===== config.mk =====
export PLATFORM = sky130hd
export DESIGN_NAME = uart_tx_axis
export DESIGN_NICKNAME = d
export VERILOG_FILES = /design/src/rtl/uart_tx_axis.sv
export SDC_FILE = /design/constraint.sdc
export NUM_CORES = 1
export LEC_CHECK = 0
export ABC_CLOCK_PERIOD_IN_PS = 3100
export CORE_MARGIN = 3
export CORE_UTILIZATION = 40
export DETAILED_ROUTE_END_ITERATION = 6
export PLACE_DENSITY = 0.69
export SLEW_MARGIN = 20
export SYNTH_ARGS = -nofsm -noshare
export SYNTH_HDL_FRONTEND = slang
export SYNTH_SLANG_ARGS = --single-unit

===== constraint.sdc =====
create_clock -name clk -period 3.1 [get_ports clk]
set_clock_uncertainty 0.2 [all_clocks]
set_input_delay 0.62 -clock clk [delete_from_list [all_inputs] [get_ports clk]]
set_output_delay 0.62 -clock clk [all_outputs]
set_load 0.005 [all_outputs]

===== src/rtl/uart_tx_axis.sv =====
// UART transmitter fed by an AXI-Stream slave through a small FIFO.
// Frames are start bit, DATA_BITS data bits LSB first, one stop bit.
module uart_tx_axis #(
   parameter int CLK_FREQ   = 100_000_000,
   parameter int BAUD       = 9600,
   parameter int DATA_BITS  = 8,
   parameter int FIFO_DEPTH = 4
) (
   input  logic                          clk,
   input  logic                          rst,
   input  logic [DATA_BITS-1:0]          s_axis_tdata,
   input  logic                          s_axis_tvalid,
   output logic                          s_axis_tready,
   output logic                          tx,
   output logic                          tx_busy,
   output logic [$clog2(FIFO_DEPTH):0]   fifo_count
);

   localparam int BAUD_DIV = CLK_FREQ / BAUD;
   localparam int AW       = $clog2(FIFO_DEPTH);
   localparam int CW       = AW + 1;
   localparam int BW       = (BAUD_DIV > 1) ? $clog2(BAUD_DIV) : 1;
   localparam int NW       = $clog2(DATA_BITS) + 1;

   localparam logic [BW-1:0] BAUD_LAST = BW'(BAUD_DIV - 1);
   localparam logic [NW-1:0] BIT_LAST  = NW'(DATA_BITS - 1);
   localparam logic [CW-1:0] FULL      = CW'(FIFO_DEPTH);

   typedef enum logic [1:0] {
      IDLE,
      START,
      DATA,
      STOP
   } state_t;

   state_t               state_q, state_d;
   logic [BW-1:0]        baud_q, baud_d;
   logic [NW-1:0]        bit_q, bit_d;
   logic [DATA_BITS-1:0] shift_q, shift_d;
   logic                 tx_q, tx_d;
   logic [AW-1:0]        rd_q, rd_d;
   logic [AW-1:0]        wr_q, wr_d;
   logic [CW-1:0]        cnt_q, cnt_d;
   logic [DATA_BITS-1:0] mem_q [FIFO_DEPTH];

   logic push;
   logic pop;
   logic baud_end;
   logic fifo_ne;

   assign s_axis_tready = (cnt_q != FULL);
   assign push          = s_axis_tvalid && s_axis_tready;
   assign fifo_ne       = (cnt_q != '0);
   assign baud_end      = (baud_q == BAUD_LAST);

   assign tx         = tx_q;
   assign tx_busy    = (state_q != IDLE);
   assign fifo_count = cnt_q;

   // Frame sequencer: next state, counters, shifter and FIFO pop.
   always_comb begin
      state_d = state_q;
      baud_d  = baud_q;
      bit_d   = bit_q;
      shift_d = shift_q;
      pop     = 1'b0;
      unique case (state_q)
         IDLE: begin
            if (fifo_ne) begin
               pop     = 1'b1;
               shift_d = mem_q[rd_q];
               baud_d  = '0;
               bit_d   = '0;
               state_d = START;
            end
         end
         START: begin
            if (baud_end) begin
               baud_d  = '0;
               state_d = DATA;
            end else begin
               baud_d = baud_q + 1'b1;
            end
         end
         DATA: begin
            if (baud_end) begin
               baud_d  = '0;
               shift_d = shift_q >> 1;
               if (bit_q == BIT_LAST) begin
                  bit_d   = '0;
                  state_d = STOP;
               end else begin
                  bit_d = bit_q + 1'b1;
               end
            end else begin
               baud_d = baud_q + 1'b1;
            end
         end
         STOP: begin
            if (baud_end) begin
               baud_d = '0;
               bit_d  = '0;
               if (fifo_ne) begin
                  pop     = 1'b1;
                  shift_d = mem_q[rd_q];
                  state_d = START;
               end else begin
                  state_d = IDLE;
               end
            end else begin
               baud_d = baud_q + 1'b1;
            end
         end
         default: state_d = IDLE;
      endcase
   end

   // Line level for the coming cycle, so tx leaves a flop.
   always_comb begin
      tx_d = 1'b1;
      unique case (state_d)
         START:   tx_d = 1'b0;
         DATA:    tx_d = shift_d[0];
         default: tx_d = 1'b1;
      endcase
   end

   // FIFO pointer and occupancy update.
   always_comb begin
      wr_d  = push ? wr_q + 1'b1 : wr_q;
      rd_d  = pop ? rd_q + 1'b1 : rd_q;
      cnt_d = cnt_q;
      unique case ({push, pop})
         2'b10:   cnt_d = cnt_q + 1'b1;
         2'b01:   cnt_d = cnt_q - 1'b1;
         default: cnt_d = cnt_q;
      endcase
   end

   // FIFO storage; contents need no reset since count gates reads.
   always_ff @(posedge clk) begin
      if (push && !rst) begin
         mem_q[wr_q] <= s_axis_tdata;
      end
   end

   // State register; reset aborts any frame and flushes the FIFO.
   always_ff @(posedge clk) begin
      if (rst) begin
         state_q <= IDLE;
         baud_q  <= '0;
         bit_q   <= '0;
         shift_q <= '0;
         tx_q    <= 1'b1;
         rd_q    <= '0;
         wr_q    <= '0;
         cnt_q   <= '0;
      end else begin
         state_q <= state_d;
         baud_q  <= baud_d;
         bit_q   <= bit_d;
         shift_q <= shift_d;
         tx_q    <= tx_d;
         rd_q    <= rd_d;
         wr_q    <= wr_d;
         cnt_q   <= cnt_d;
      end
   end

endmodule


==> results_tabular.tex, run 1 <==
\begin{tabular}{lr}
\hline
Metric & Value \\
\hline
\multicolumn{2}{l}{\textbf{Outcome}} \\
Outcome & finished clean \\
\multicolumn{2}{l}{\textbf{Setup path}} \\
Startpoint type of the worst setup path & flop \\
Maximum fanout along the worst path & 7 \\
Crit path kind & flop to flop \\
Critical path's slowest cell & sky130\_fd\_sc\_hd\_\_dfxtp\_1 \\
CP max stage delay & 0.44 ns \\
Required @ worst endpoint & 3.18 ns \\
Arrival time at the worst endpoint & 2.92 ns \\
Cells along the critical path & ha\_1 > nor2b\_1 > a41oi\_1 > nor3\_2 > ha\_1 > inv\_1 > fa\_1 > xor2\_1 > or3\_1 > a21oi\_1 \\
Nature of the critical path endpoint & flop \\
Most prevalent standard cell on the critical path & sky130\_fd\_sc\_hd\_\_ha\_1 \\
\multicolumn{2}{l}{\textbf{Route}} \\
Via Count & 2412 \\
Residual DRC & 0 \\
Routed length per instance & 15.14 µm \\
Final WL & 6572 µm \\
Total iterations of the first detailed-routing run & 4 \\
Initial DRC Count & 187 \\
Vias per cell & 5.558 \\
Number of nets with antenna violations after routing & 0 \\
\multicolumn{2}{l}{\textbf{Die}} \\
Io pins & 17 \\
Die extent in y & 97.88 µm \\
Floorplan die width & 97.88 µm \\
Site row count & 32 \\
Starting density of the core & 0.4238 \\
Area of the die & 0.009580 mm² \\
Core Area & 0.007968 mm² \\
\multicolumn{2}{l}{\textbf{Yosys}} \\
Number of distinct library cells after synthesis & 54 \\
Number of storage elements in the synthesis netlist & 70 \\
Synth warn & 0 \\
Post-Synth XOR/XNOR Area & 0.01297 \\
Most instantiated flip-flop cell in the synthesis netlist & sky130\_fd\_sc\_hd\_\_dfxtp\_1 \\
Yosys top cell area share & 0.2845 \\
Synth area leaders & sky130\_fd\_sc\_hd\_\_edfxtp\_1 (28\%), sky130\_fd\_sc\_hd\_\_dfxtp\_1 (23\%), sky130\_fd\_sc\_hd\_\_mux4\_2 (5.3\%), sky130\_fd\_sc\_hd\_\_a21oi\_1 (4.9\%), sky130\_fd\_sc\_hd\_\_ha\_1 (4.8\%) \\
Share of the yosys chip area belonging to registers & 0.5098 \\
Multiplexer area fraction after synthesis & 0.06299 \\
Synthesized-area fraction occupied by ao, oa, aoi and oai cells & 0.1389 \\
Number of standard cells after synthesis & 309 \\
Simple logic cell fraction of the synthesized area & 0.1786 \\
Post-Syn Nets & 334 \\
Post-synthesis average cell area & 10.93 µm² \\
Number of enable flip-flop cells after synthesis & 32 \\
Top cell type by total area after synthesis & sky130\_fd\_sc\_hd\_\_edfxtp\_1 \\
Adder and majority cell fraction of the synthesized area & 0.05409 \\
Area of the mapped netlist & 0.003377 mm² \\
FFs w/ async S/R, synth & 0 \\
Main combinational cell family by area after synthesis & simple AND/OR/NAND/NOR gates \\
\multicolumn{2}{l}{\textbf{Finish}} \\
Most common cell after layout, fill and taps aside & sky130\_fd\_sc\_hd\_\_dfxtp\_1 \\
Area overhead of the layout relative to synthesis & 12.89\% \\
Area of combinational cells with multiple inputs & 0.001516 mm² \\
Count of filler cells inserted in the layout & 704 \\
Antenna diode count & 0 \\
Net count, final & 352 \\
Final non-filler cell area & 0.003812 mm² \\
Area taken by flip-flops and latches & 0.001722 mm² \\
Fraction of final layout cells with drive strength greater than 1 & 0.1325 \\
Leading cell types in the layout, fill and taps excluded & sky130\_fd\_sc\_hd\_\_dfxtp\_1 (38), sky130\_fd\_sc\_hd\_\_a21oi\_1 (33), sky130\_fd\_sc\_hd\_\_edfxtp\_1 (32) \\
\multicolumn{2}{l}{\textbf{STA}} \\
Setup TNS & 0 ns \\
Timing-limited maximum frequency & 352.4 MHz \\
Final Max Tran Viols & 0 \\
RSZ-0062 raised after global routing & false \\
Share of the clock period used by the worst path after layout & 0.9154 \\
Worst relative slew slack & 0.6509 \\
Count of endpoints failing setup in the final report & 0 \\
Hold Fails Final Rpt & 0 \\
Minimum clock period after layout & 2.838 ns \\
Transition time at the pin with the least slew margin & 0.5229 ns \\
\multicolumn{2}{l}{\textbf{CTS}} \\
Level count of the clock H-tree & 3 \\
Number of buffers added for setup after CTS & 0 \\
Maximum buffer depth of the clock tree & 2 \\
Number of CTS-inserted buffers & 9 \\
Cell at the root of the clock tree & sky130\_fd\_sc\_hd\_\_clkbuf\_8 \\
Clock latency on the worst-skew pair & 0.35 ns \\
Clock tree from TritonCTS & yes \\
Clock Pin Slew Worst Setup and Hold Paths & 0.09 ns \\
CTS Hold Buffers Added & 0 \\
Number of clock sinks & 70 \\
\multicolumn{2}{l}{\textbf{Pwr}} \\
VDD IR max & 0.3837 mV \\
Cell area power density & 758.3 mW/mm² \\
Reported leakage power & 1.275 nW \\
\multicolumn{2}{l}{\textbf{Job}} \\
Number of max-cap violations & 0 \\
\multicolumn{2}{l}{\textbf{Min path}} \\
Worst Hold Class & flop to flop \\
\multicolumn{2}{l}{\textbf{Placement}} \\
Post-DP HPWL & 4551 µm \\
Cell area after placement & 0.003618 mm² \\
Weighted congestion reported at the end of routability-driven placement & 0.7887 \\
\# port buffers & 16 \\
\multicolumn{2}{l}{\textbf{Global route}} \\
Initial antenna violation count & 0 \\
Overall global routing resource usage & 0.1428 \\
First-pass GRT wire length & 11100 µm \\
Via count of the first global-routing pass & 2261 \\
GRT overflow & 0 \\
Maximum number of pins on one net before global-route repair & 18 \\
\hline
\end{tabular}
-- final cells by class --
type | count | share of cell area
Sequential cell | 70 | 0.4516
Tap cell | 102 | 0.03348
Timing Repair Buffer | 24 | 0.05776
Clock buffer | 9 | 0.03249
Multi-Input combinational cell | 212 | 0.3978
Inverter | 10 | 0.009846
Clock inverter | 7 | 0.01707
-- routing by layer --
layer / share of wire / global-route usage / up-vias
met5: 0 / 0 / -
met4: 0.016 / 0.06922 / 0
met3: 0.030 / 0.03286 / 7
met2: 0.47 / 0.2204 / 35
met1: 0.49 / 0.1895 / 1173
li1: - / - / 1197
-- kinds of logic (layout without fill, tap and decap cells) --
group | Yosys count | in the layout
AND/OR/NAND/NOR | 107 | 107
AO/OA/AOI/OAI | 76 | 76
flip-flops | 70 | 70
buffers and inverters | 27 | 50
adder cells (fa/ha/maj) | 14 | 14
multiplexers | 10 | 10
XOR/XNOR | 5 | 5
-- report_power, final --
part           total (W)  internal (W)  switching, W
sequential       0.00119       0.00108      0.000109
combinational   0.000976      0.000413      0.000563
clock           0.000721      0.000311      0.000409
total            0.00289       0.00181       0.00108
-- what timing repair did --
action	CTS	global route
setup endpoints to repair	0	1
resized for setup	0	1
hold endpoints to repair	0	0
-- critical path: cells and delay by family (launching register included) --
family	cells	cell delay (ns)
DFF	1	0.44
xor gates and xnor gates	1	0.15
buffers and inverters	1	0.06
and+or+nand+nor	3	0.74
AOI/OAI and AO/OA	2	0.32
adders and majority gates	3	0.87
-- cells in the mapped netlist (5+ instances only) --
cell	instances
sky130_fd_sc_hd__nor2_1	24
sky130_fd_sc_hd__nand3_1	8
sky130_fd_sc_hd__clkbuf_1	6
sky130_fd_sc_hd__dfxtp_1	38
sky130_fd_sc_hd__nand4_1	5
sky130_fd_sc_hd__a311oi_1	5
sky130_fd_sc_hd__edfxtp_1	32
sky130_fd_sc_hd__and2_1	6
sky130_fd_sc_hd__o21ai_0	16
sky130_fd_sc_hd__nand2_1	25
sky130_fd_sc_hd__ha_1	13
sky130_fd_sc_hd__buf_2	6
sky130_fd_sc_hd__o2bb2ai_1	7
sky130_fd_sc_hd__inv_1	10
sky130_fd_sc_hd__mux4_2	8
sky130_fd_sc_hd__a21oi_1	33
sky130_fd_sc_hd__or3_1	5
-- final timing paths --
kind	startpoint	endpoint	slack [ns]	cells after the start
setup / recovery	state_q[0]	fifo_count[2]	0.26	10
hold / removal	bit_q[3]	bit_q[3]	0.28	2
setup reg to reg	state_q[0]	fifo_count[2]	0.26	10
hold reg to reg	bit_q[3]	bit_q[3]	0.28	2
-- sequential cells by signal, indices dropped and copies added (netlist names), named ones only --
| register | cells |
|---|---|
| mem_q | 32 |
| baud_q | 14 |
| shift_q | 8 |
| bit_q | 4 |
| fifo_count | 3 |
| rd_q | 2 |
| state_q | 2 |
| wr_q | 2 |
| tx | 1 |
-- metrics by stage --
stage	hold WS, ns	power (W)	setup WS (ns)	util	std cells
after detailed placement	0.2708	0.002176	0.1832	0.4541	418
final	0.2775	0.002891	0.2622	0.4785	434
after CTS	0.2813	0.002898	0.1620	0.4779	434
after global placement	0.2632	0.002157	0.2712	0.4541	418
after floorplan	0.2458	0.001877	0.1831	-	309
after global routing	0.3056	0.003085	0.02064	0.4785	434
Power figures use the tool's default switching activity.
==> run 2, diff against run 1 <==
CTS_CLUSTER_SIZE = 10   (was default)
==> results of run 2 <==
No change in the layout: final DEF, timing and power equal those of run 1.
==> run 3, diff against run 2 <==
SLEW_MARGIN = default   (was 20)
==> results of run 3 <==
No change in the layout: final DEF, timing and power equal those of run 1.
